**config.mk**
```make
export PLATFORM = sky130hd
export DESIGN_NAME = divider_param
export DESIGN_NICKNAME = d
export VERILOG_FILES = /design/src/rtl/divider_param.sv
export SDC_FILE = /design/constraint.sdc
export NUM_CORES = 1
export LEC_CHECK = 0
export CAP_MARGIN = 40
export CORE_MARGIN = 4
export CORE_UTILIZATION = 49
export DETAILED_ROUTE_END_ITERATION = 12
export GPL_ROUTABILITY_DRIVEN = 0
export PLACE_DENSITY_LB_ADDON = 0.1
export SYNTH_ARGS = -nofsm -noshare
export SYNTH_HDL_FRONTEND = slang
export SYNTH_SLANG_ARGS = --single-unit
```
**constraint.sdc**
```tcl
create_clock -name clk -period 2.6 [get_ports clk]
set_clock_uncertainty 0.2 [all_clocks]
set_input_delay 0.39 -clock clk [delete_from_list [all_inputs] [get_ports clk]]
set_output_delay 0.39 -clock clk [all_outputs]
set_load 0.01 [all_outputs]
```
**src/rtl/divider_param.sv**
```systemverilog
// Multi-cycle restoring divider: one quotient bit per clock, fixed latency of WIDTH+2 cycles.
// Signed operand support is compiled in only when DIVIDER_PARAM_SIGNED_EN is defined.
module divider_param #(
    parameter int WIDTH = 32
) (
    input  logic             clk,
    input  logic             rst,
    input  logic             start,
    input  logic             is_signed,
    input  logic [WIDTH-1:0] a,
    input  logic [WIDTH-1:0] b,
    output logic             busy,
    output logic             finish,
    output logic [WIDTH-1:0] quo,
    output logic [WIDTH-1:0] rem,
    output logic             div_zero
);

    localparam int CW = $clog2(WIDTH) + 1;

    typedef enum logic [1:0] {IDLE, RUN, FIX, DONE} state_t;

    state_t           stateReg, stateNext;
    logic [CW-1:0]    countReg;
    logic [2*WIDTH:0] shiftReg;
    logic [WIDTH-1:0] divisorReg;
    logic             zeroReg;
    logic [WIDTH-1:0] quoReg, remReg;
    logic             divZeroReg;

    logic [WIDTH-1:0] magA, magB;
    logic [WIDTH:0]   trial, diff;
    logic             trialGeq;
    logic [2*WIDTH:0] stepShift;
    logic [WIDTH-1:0] rawQuo, rawRem, fixQuo, fixRem;
    logic             accept;
    logic             unusedTop;

    assign accept = (stateReg == IDLE) && start;

    // Upper half is shifted left one bit, then the divisor is trial-subtracted.
    assign trial     = shiftReg[2*WIDTH-1:WIDTH-1];
    assign diff      = trial - {1'b0, divisorReg};
    assign trialGeq  = trial >= {1'b0, divisorReg};
    assign stepShift = trialGeq ? {diff, shiftReg[WIDTH-2:0], 1'b1}
                                : {trial, shiftReg[WIDTH-2:0], 1'b0};

    // The partial remainder never exceeds the divisor, so the top bit is always zero here.
    assign unusedTop = shiftReg[2*WIDTH];
    assign rawQuo    = shiftReg[WIDTH-1:0];
    assign rawRem    = shiftReg[2*WIDTH-1:WIDTH];

`ifdef DIVIDER_PARAM_SIGNED_EN
    logic signA, signB;
    logic negQuoReg, negRemReg;

    assign signA = is_signed & a[WIDTH-1];
    assign signB = is_signed & b[WIDTH-1];
    assign magA  = signA ? -a : a;
    assign magB  = signB ? -b : b;

    always_ff @(posedge clk) begin
        if (rst) begin
            negQuoReg <= 1'b0;
            negRemReg <= 1'b0;
        end else if (accept) begin
            negQuoReg <= signA ^ signB;
            negRemReg <= signA;
        end
    end

    // MIN / -1 needs no special case: |MIN| / 1 yields MIN's bit pattern with a positive sign.
    // Negating |a| restores a exactly, so divide-by-zero remainder comes out as the raw dividend.
    assign fixQuo = zeroReg   ? '1      : (negQuoReg ? -rawQuo : rawQuo);
    assign fixRem = negRemReg ? -rawRem : rawRem;
`else
    logic unusedSigned;

    assign unusedSigned = is_signed;
    assign magA   = a;
    assign magB   = b;
    assign fixQuo = rawQuo;
    assign fixRem = rawRem;
`endif

    always_comb begin
        stateNext = stateReg;
        case (stateReg)
            IDLE:    if (start) stateNext = RUN;
            RUN:     if (countReg == '0) stateNext = FIX;
            FIX:     stateNext = DONE;
            DONE:    stateNext = IDLE;
            default: stateNext = IDLE;
        endcase
    end

    always_ff @(posedge clk) begin
        if (rst) begin
            stateReg   <= IDLE;
            countReg   <= '0;
            shiftReg   <= '0;
            divisorReg <= '0;
            zeroReg    <= 1'b0;
            quoReg     <= '0;
            remReg     <= '0;
            divZeroReg <= 1'b0;
        end else begin
            stateReg <= stateNext;
            case (stateReg)
                IDLE: if (start) begin
                    countReg   <= CW'(WIDTH);
                    shiftReg   <= {{(WIDTH+1){1'b0}}, magA};
                    divisorReg <= magB;
                    zeroReg    <= (b == '0);
                end
                RUN: if (countReg != '0) begin
                    countReg <= countReg - CW'(1);
                    shiftReg <= stepShift;
                end
                FIX: begin
                    quoReg     <= fixQuo;
                    remReg     <= fixRem;
                    divZeroReg <= zeroReg;
                end
                default: ;
            endcase
        end
    end

    assign busy     = (stateReg == RUN) || (stateReg == FIX);
    assign finish   = (stateReg == DONE);
    assign quo      = quoReg;
    assign rem      = remReg;
    assign div_zero = divZeroReg;

endmodule

```
==> results of run 1 <==
-- metrics by stage --
stage / utilization (%) / hold slack [ns] / cell area [µm²] / setup TNS (ns) / setup slack, ns
2_1_floorplan: - / 0.2363 / 8507 / -0.2603 / -0.1338
3_3_place_gp: 65.22 / 0.2419 / 10890 / -5.235 / -0.2181
3_5_place_dp: 65.22 / 0.2502 / 10890 / -7.273 / -0.2786
4_1_cts: 71.70 / 0.2604 / 11980 / -1.971 / -0.2455
5_1_grt: 72.57 / 0.2757 / 12120 / -5.718 / -0.2438
6_report: 72.57 / 0.2550 / 12120 / -1.839 / -0.1738
-- final timing paths --
| kind | slack [ns] | to | from |
|---|---|---|---|
| min reg2reg | 0.26 | divisorReg[23] | divisorReg[23] |
| min | 0.26 | divisorReg[23] | divisorReg[23] |
| max | -0.17 | shiftReg[60] | shiftReg[31] |
| max reg2reg | -0.17 | shiftReg[60] | shiftReg[31] |
-- registers in the layout, summed over array words and instances, names as in the netlist --
| name | count |
|---|---|
| countReg | 6 |
| stateReg | 2 |
| rem | 32 |
| zeroReg | 1 |
| quo | 32 |
| divisorReg | 32 |
| shiftReg | 64 |
| div_zero | 1 |
-- placed cells by master (no fill, tap or decap), types with 4 or more instances in the layout --
master                            instances
sky130_fd_sc_hd__dfxtp_1                151
sky130_fd_sc_hd__clkdlybuf4s50_1        132
sky130_fd_sc_hd__nor2_1                 126
sky130_fd_sc_hd__buf_4                  117
sky130_fd_sc_hd__nand2_1                114
sky130_fd_sc_hd__mux2i_1                109
sky130_fd_sc_hd__a21oi_1                 62
sky130_fd_sc_hd__inv_1                   36
sky130_fd_sc_hd__o21ai_1                 34
sky130_fd_sc_hd__a211oi_1                34
sky130_fd_sc_hd__ha_4                    21
sky130_fd_sc_hd__dfxtp_2                 19
sky130_fd_sc_hd__xnor2_1                 18
sky130_fd_sc_hd__clkbuf_16               17
sky130_fd_sc_hd__a21oi_2                 15
sky130_fd_sc_hd__ha_1                    15
sky130_fd_sc_hd__xor2_1                  13
sky130_fd_sc_hd__o21ai_0                 11
sky130_fd_sc_hd__nor4_1                  11
sky130_fd_sc_hd__nand2b_1                10
sky130_fd_sc_hd__nand4_1                  9
sky130_fd_sc_hd__inv_2                    8
sky130_fd_sc_hd__buf_6                    8
sky130_fd_sc_hd__a21o_1                   7
sky130_fd_sc_hd__buf_12                   7
sky130_fd_sc_hd__o21bai_1                 6
sky130_fd_sc_hd__a22oi_2                  6
sky130_fd_sc_hd__nor3_1                   5
sky130_fd_sc_hd__nand3_1                  5
sky130_fd_sc_hd__inv_8                    5
sky130_fd_sc_hd__nor2b_1                  4
sky130_fd_sc_hd__o21ai_2                  4
sky130_fd_sc_hd__a21oi_4                  4
-- critical path, cell delays in order (launching register included) --
cell,delay (ns)
sky130_fd_sc_hd__dfxtp_2,0.32
sky130_fd_sc_hd__inv_2,0.06
sky130_fd_sc_hd__ha_4,0.13
sky130_fd_sc_hd__fa_2,0.23
sky130_fd_sc_hd__nor2b_4,0.05
sky130_fd_sc_hd__o31a_4,0.29
sky130_fd_sc_hd__a221oi_4,0.26
sky130_fd_sc_hd__a31o_4,0.23
sky130_fd_sc_hd__o21ai_4,0.06
sky130_fd_sc_hd__a221o_1,0.34
sky130_fd_sc_hd__a211oi_2,0.23
sky130_fd_sc_hd__xor2_1,0.19
sky130_fd_sc_hd__o21ai_1,0.07
-- power by group --
group | internal [µW] | switching, µW | total (µW) | leakage [µW]
logic | 3350 | 3420 | 6770 | 0.00303
registers | 3010 | 289 | 3300 | 0.00139
clock network | 1380 | 1190 | 2570 | 0.000294
total | 7730 | 4900 | 12600 | 0.00472
-- Yosys cell counts (2+ instances only) --
library cell and number:
sky130_fd_sc_hd__a211oi_1 34, sky130_fd_sc_hd__a21o_1 7, sky130_fd_sc_hd__a21o_2 2, sky130_fd_sc_hd__a21oi_1 80, sky130_fd_sc_hd__a221oi_1 2, sky130_fd_sc_hd__a22o_1 3, sky130_fd_sc_hd__a22oi_1 9, sky130_fd_sc_hd__a31oi_1 3
sky130_fd_sc_hd__and2_1 2, sky130_fd_sc_hd__buf_1 5, sky130_fd_sc_hd__buf_2 4, sky130_fd_sc_hd__buf_4 2, sky130_fd_sc_hd__buf_6 3, sky130_fd_sc_hd__clkbuf_1 42, sky130_fd_sc_hd__dfxtp_1 170, sky130_fd_sc_hd__ha_1 39
sky130_fd_sc_hd__inv_1 44, sky130_fd_sc_hd__mux2i_1 110, sky130_fd_sc_hd__nand2_1 118, sky130_fd_sc_hd__nand2b_1 10, sky130_fd_sc_hd__nand3_1 7, sky130_fd_sc_hd__nand4_1 9, sky130_fd_sc_hd__nor2_1 129, sky130_fd_sc_hd__nor2b_1 4
sky130_fd_sc_hd__nor3_1 6, sky130_fd_sc_hd__nor4_1 12, sky130_fd_sc_hd__o21a_1 3, sky130_fd_sc_hd__o21ai_0 14, sky130_fd_sc_hd__o21ai_1 36, sky130_fd_sc_hd__o21bai_1 6, sky130_fd_sc_hd__or3_1 2, sky130_fd_sc_hd__xnor2_1 19
sky130_fd_sc_hd__xor2_1 13
-- timing repair --
action                                  CTS  global route
setup buffers                             5             1
resized for setup                        75            35
hold endpoints to repair                  1             0
pin swaps                                25            18
hold buffers                              1             0
endpoints found under the setup margin   33            33
gates cloned                              3             0
-- cell type report --
class,instances,area share (%)
Clock inverter,15,1.445
Timing Repair Buffer,267,20.48
Multi-Input combinational cell,708,42.65
Clock buffer,17,3.510
Sequential cell,170,28.28
Inverter,44,1.363
Tap cell,220,2.271
-- logic make-up after synthesis --
kind of cell	Yosys count	synth area share [%]
flops	170	40.36
xor+xnor	32	3.324
compound gates	214	16.06
mux	112	13.33
fa+ha+maj	40	6.025
buf+inv	101	5.045
simple gates	309	15.86
-- routing by layer --
| metal | GRT usage (%) | part of all wire [%] |
|---|---|---|
| met3 | 5.690 | 5.1 |
| met1 | 30.21 | 45 |
| met2 | 41.32 | 48 |
| met4 | 6.282 | 1.8 |
| met5 | 0 | 0 |
==> impl_metrics.tcl, run 1 <==
set metrics [dict create \
    grt.total_usage_pct 23.97 \
    die-area_mm2 0.01937 \
    flow.area_growth_from_synthesis_pct 43.73 \
    floorplan.die.height_um 139.2 \
    drt_drc_violations_left 0 \
    timing_max_transition_violations_final 0 \
    number_of_flops_mapped_to_enable_cells_by_yosys 0 \
    post_synth_main_area_contributors "sky130_fd_sc_hd__dfxtp_1 40%, sky130_fd_sc_hd__mux2i_1 13%, sky130_fd_sc_hd__ha_1 5.8%" \
    port_buffers 133 \
    antenna_found_initial 0 \
    failed_checks "setup timing" \
    cellPowerDensity_mw_per_mm2 1042 \
    clkTransAtPathRegs_ns 0.07 \
    fraction_of_final_layout_cells_with_drive_strength_greater_than_1_pct 23.18 \
    synthesis.area_mm2 0.008432 \
    io_pins 135 \
    maximum_number_of_pins_on_one_net_before_global_route_repair 136 \
    deepest_clock_path_buffer_count 2 \
    final.min_clock_period_ns 2.774 \
    synth_largest_area_cell "sky130_fd_sc_hd__dfxtp_1" \
    clock.fmax_mhz 360.5 \
    cell_row_count 47 \
    diode_insertion_count_for_antenna_repair 0 \
    place.detailed.instances 1400 \
    synth_cell_types 62 \
    cts_tree "built" \
    hold_violations 0 \
    ys_dominant_reg_cell "sky130_fd_sc_hd__dfxtp_1" \
    worstHoldPathCells 2 \
    critical_path_required_ns 2.72 \
    core_area_mm2 0.01670 \
    worst_case_setup_margin_in_the_final_layout_ns -0.1738 \
    seq_area_frac_synth_pct 40.36 \
    synthArstFlopShare_pct 0 \
    report.power.total_uw 12630 \
    final_cell_count_without_fillers 1441 \
    route.final.wire_length_um 23370 \
    synth_largest_type_area_fraction_pct 40.36 \
    layout_worst_path_cycle_share_pct 106.7 \
    grt_pass1_wl_um 38280 \
    cts_num_sinks 170 \
    startpoint_type "register" \
    synth-warning-count 0 \
    rr_worst_depth 12 \
    drt-wirelength-per-cell_um 16.22 \
    leakagePower_uw 0.004717 \
    cts_made_buffers 17 \
    clk_root_buffer_cell "sky130_fd_sc_hd__clkbuf_16" \
    sequential_cell_area_mm2 0.003427 \
    fillers 1302 \
    timing.max_slew.rel_slack_pct 60.49 \
    detailroute.via_count 7612 \
    drt_first_iter_violations 394 \
    h-tree-depth 4 \
    synth.ff_latch_count 170 \
    drt-pass1-iter-count 5 \
    gr-total-overflow 0 \
    setup_viol 26 \
    netlist_instances 978 \
    critPathMaxFanout 3 \
    initial_cell_density_of_the_core_pct 50.49 \
    vias_in_the_first_global_route 7600 \
    dp_hpwl_um 15910 \
    syn-num-nets 1086 \
    die_width_um 139.2 \
    tightestPinTransition_ns 0.5927 \
    rsz_0062_raised_after_global_routing "true" \
    critical_path_sink_type "register" \
    arrival_ns 2.89 \
    status "complete, but fails checks" \
    ir_drop_uv 588.7 \
    worst-setup-path-type "register to register" \
    min_delay_worst_type "register to register" \
    max_cap_viol_count 0 \
    syn-mean-instance-area_um2 8.622 \
    multi_input_comb_area_mm2 0.005169 \
    viasPerCell 5.282 \
    nNetsFinal 1316 \
    clkLatencyLatePin_ns 0.43 \
    final_antenna_net_count 0 \
]
Note: power is estimated with default switching activity, not from simulation.
==> run 2: changes to the inputs <==
Settings changed: SETUP_SLACK_MARGIN set to 0.5.
==> run 2 against run 1 <==
Compared with the run above: critical path type unchanged; the flow still finishes with violations (setup timing); sequential share of layout area down 0.42 points; die area unchanged; worst setup slack worse by 0.072 ns; utilization up 0.98 points; clock power rose by 2%; critical endpoint unchanged.
==> impl_metrics.tcl, run 2 (synthesis results as in run 1) <==
set metrics [dict create \
    status "complete, but fails checks" \
    failed_checks "setup timing" \
    grt.total_usage_pct 24.37 \
    critical_path_required_ns 2.71 \
    critical_path.max_stage_delay_ns 0.34 \
    h-tree-depth 4 \
    critPathLaunch "shiftReg[31]" \
    clock.fmax_mhz 351.4 \
    die-area_mm2 0.01937 \
    power_frac_seq_pct 25.0 \
    rr_startpoint "shiftReg[31]" \
    gr-total-overflow 0 \
    mostFrequentLayoutCells "155 x sky130_fd_sc_hd__dfxtp_1, 130 x sky130_fd_sc_hd__clkdlybuf4s50_1, 122 x sky130_fd_sc_hd__nor2_1, 122 x sky130_fd_sc_hd__buf_4, 112 x sky130_fd_sc_hd__nand2_1" \
    port_buffers 133 \
    startpoint_type "register" \
    hold_fix_buffers_at_cts 0 \
    p_clk_share_pct 19.8 \
    report.power.total_uw 13170 \
    critical_path.n_buffers_inverters 1 \
    core_area_mm2 0.01670 \
    final_antenna_net_count 0 \
    drt_drc_violations_left 0 \
    route.final.wire_length_um 24330 \
    drt-wirelength-per-cell_um 16.79 \
    diode_insertion_count_for_antenna_repair 0 \
    antenna_found_initial 2 \
    end_of_the_critical_path "shiftReg[60]" \
    clkTransAtPathRegs_ns 0.07 \
    rr_worst_depth 12 \
    netSwitchingPower_uw 5105 \
    setup_viol 33 \
    cellPowerDensity_mw_per_mm2 1073 \
    pre_cts_slack_ns -0.3472 \
    leakagePower_uw 0.004774 \
    initial_cell_density_of_the_core_pct 50.49 \
    ir_drop_uv 789.1 \
    hold_violations 0 \
    timing.max_slew.rel_slack_pct 66.49 \
    worst-setup-path-type "register to register" \
    worst_path_dominant_cell_family "compound AO/OA/AOI/OAI gates" \
    rsz_0062_raised_after_global_routing "true" \
    dp_hpwl_um 15690 \
    drt_first_iter_violations 509 \
    comb_power_share_pct 55.2 \
    worst_case_setup_margin_in_the_final_layout_ns -0.2457 \
    viasPerCell 5.391 \
    worst_hold_slack_ns 0.1839 \
    layout_worst_path_cycle_share_pct 109.4 \
    min_delay_worst_type "input port to register" \
    flow.area_growth_from_synthesis_pct 45.67 \
    critPathMaxFanout 3 \
    cts_num_sinks 170 \
    final.min_clock_period_ns 2.846 \
    setup-tns-final_ns -4.741 \
    layout.core_utilization_pct 73.55 \
    arrival_ns 2.96 \
    fillers 1233 \
    slowest_cell_on_the_critical_path "sky130_fd_sc_hd__a221o_1" \
    max_cap_viol_count 0 \
    vias_in_the_first_global_route 7842 \
    io_pins 135 \
    clk_root_buffer_cell "sky130_fd_sc_hd__clkbuf_16" \
    critical_path_sink_type "register" \
    timing_max_transition_violations_final 0 \
    detailroute.via_count 7812 \
    cell_row_count 47 \
    setup.reg_to_reg.worst_slack_ns -0.25 \
    nNetsFinal 1325 \
    maximum_number_of_pins_on_one_net_before_global_route_repair 107 \
    drt-pass1-iter-count 5 \
    largest_register_ffs 64 \
    crit-reg2reg-capture "shiftReg[60]" \
    path_cells "inv_2, ha_4, fa_2, nor2b_4, o31a_4, a221oi_4, a31o_4, o21ai_4, a221o_1, a211oi_2, xor2_1, o21ai_1" \
    grt_pass1_wl_um 39230 \
    cts_made_buffers 17 \
    deepest_clock_path_buffer_count 2 \
    floorplan.die.height_um 139.2 \
    p_int_uw 8069 \
    path_depth 12 \
    clkLatencyLatePin_ns 0.43 \
    tightestPinTransition_ns 0.5026 \
    fraction_of_final_layout_cells_with_drive_strength_greater_than_1_pct 23.84 \
    die_width_um 139.2 \
    registers.top_by_ff_count "shiftReg" \
    cts_tree "built" \
    power_switching_share_pct 38.75 \
    layout.cells.most_common "sky130_fd_sc_hd__dfxtp_1" \
]
-- run 2: changes by cell type in the layout (fill, tap and decap cells not counted), sizes merged --
cell / change
o21ai: +1
buf: +9
clkinv: -1
bufinv: +1
clkbuf: +3
dlygate4sd3: -1
dlygate4sd2: +1
clkdlybuf4s50: -2
inv: -3
-- run 2: per-stage QoR --
step           cell area, µm²  cells
4_1_cts                 11990   1444
3_3_place_gp            10850   1394
3_5_place_dp            10850   1394
6_report                12280   1449
5_1_grt                 12280   1449
2_1_floorplan            8548    978
-- run 2: layer usage --
metal,part of all wire [%],vias up,global-route usage (%)
li1,-,3879,-
met1,45,3694,30.99
met2,48,197,40.63
met3,5.5,38,6.793
met4,2.1,4,7.003
met5,0.11,-,0
-- run 2: worst min-delay path by stage --
| stage | slack, ns | end | from | cells past startpoint |
|---|---|---|---|---|
| finish | 0.18 | rem[12] | rst | 2 |
| global placement | 0.24 | divisorReg[20] | divisorReg[20] | 2 |
| global route | 0.19 | rem[16] | rst | 2 |
| detailed placement | 0.25 | divisorReg[26] | divisorReg[26] | 2 |
| CTS | 0.17 | rem[11] | rst | 2 |
| floorplan | 0.23 | divisorReg[20] | divisorReg[20] | 2 |
-- run 2: power groups by stage --
stage               sequential (µW)  clock, µW  combinational [µW]
floorplan                      3290          0                3870
global placement               3310          0                5670
detailed placement             3320          0                5750
CTS                            3280       2630                6740
global route                   3350       2750                7820
finish                         3300       2610                7270
-- run 2: area by class of cell --
| type | count | area, µm² | share of cell area (%) |
|---|---|---|---|
| clock buffer | 19 | 442.9 | 3.606 |
| timing repair buffer | 275 | 2574 | 20.95 |
| clock inverter | 12 | 156.4 | 1.273 |
| sequential | 170 | 3422 | 27.86 |
| tap | 220 | 275.3 | 2.241 |
| multi-input combinational | 709 | 5248 | 42.72 |
| inverter | 44 | 165.2 | 1.345 |
-- run 2: what timing repair did --
item	CTS	global route
endpoints found under the setup margin	40	66
cloned	4	0
pin swaps	25	15
buffers inserted	15	5
gates resized for setup	69	50
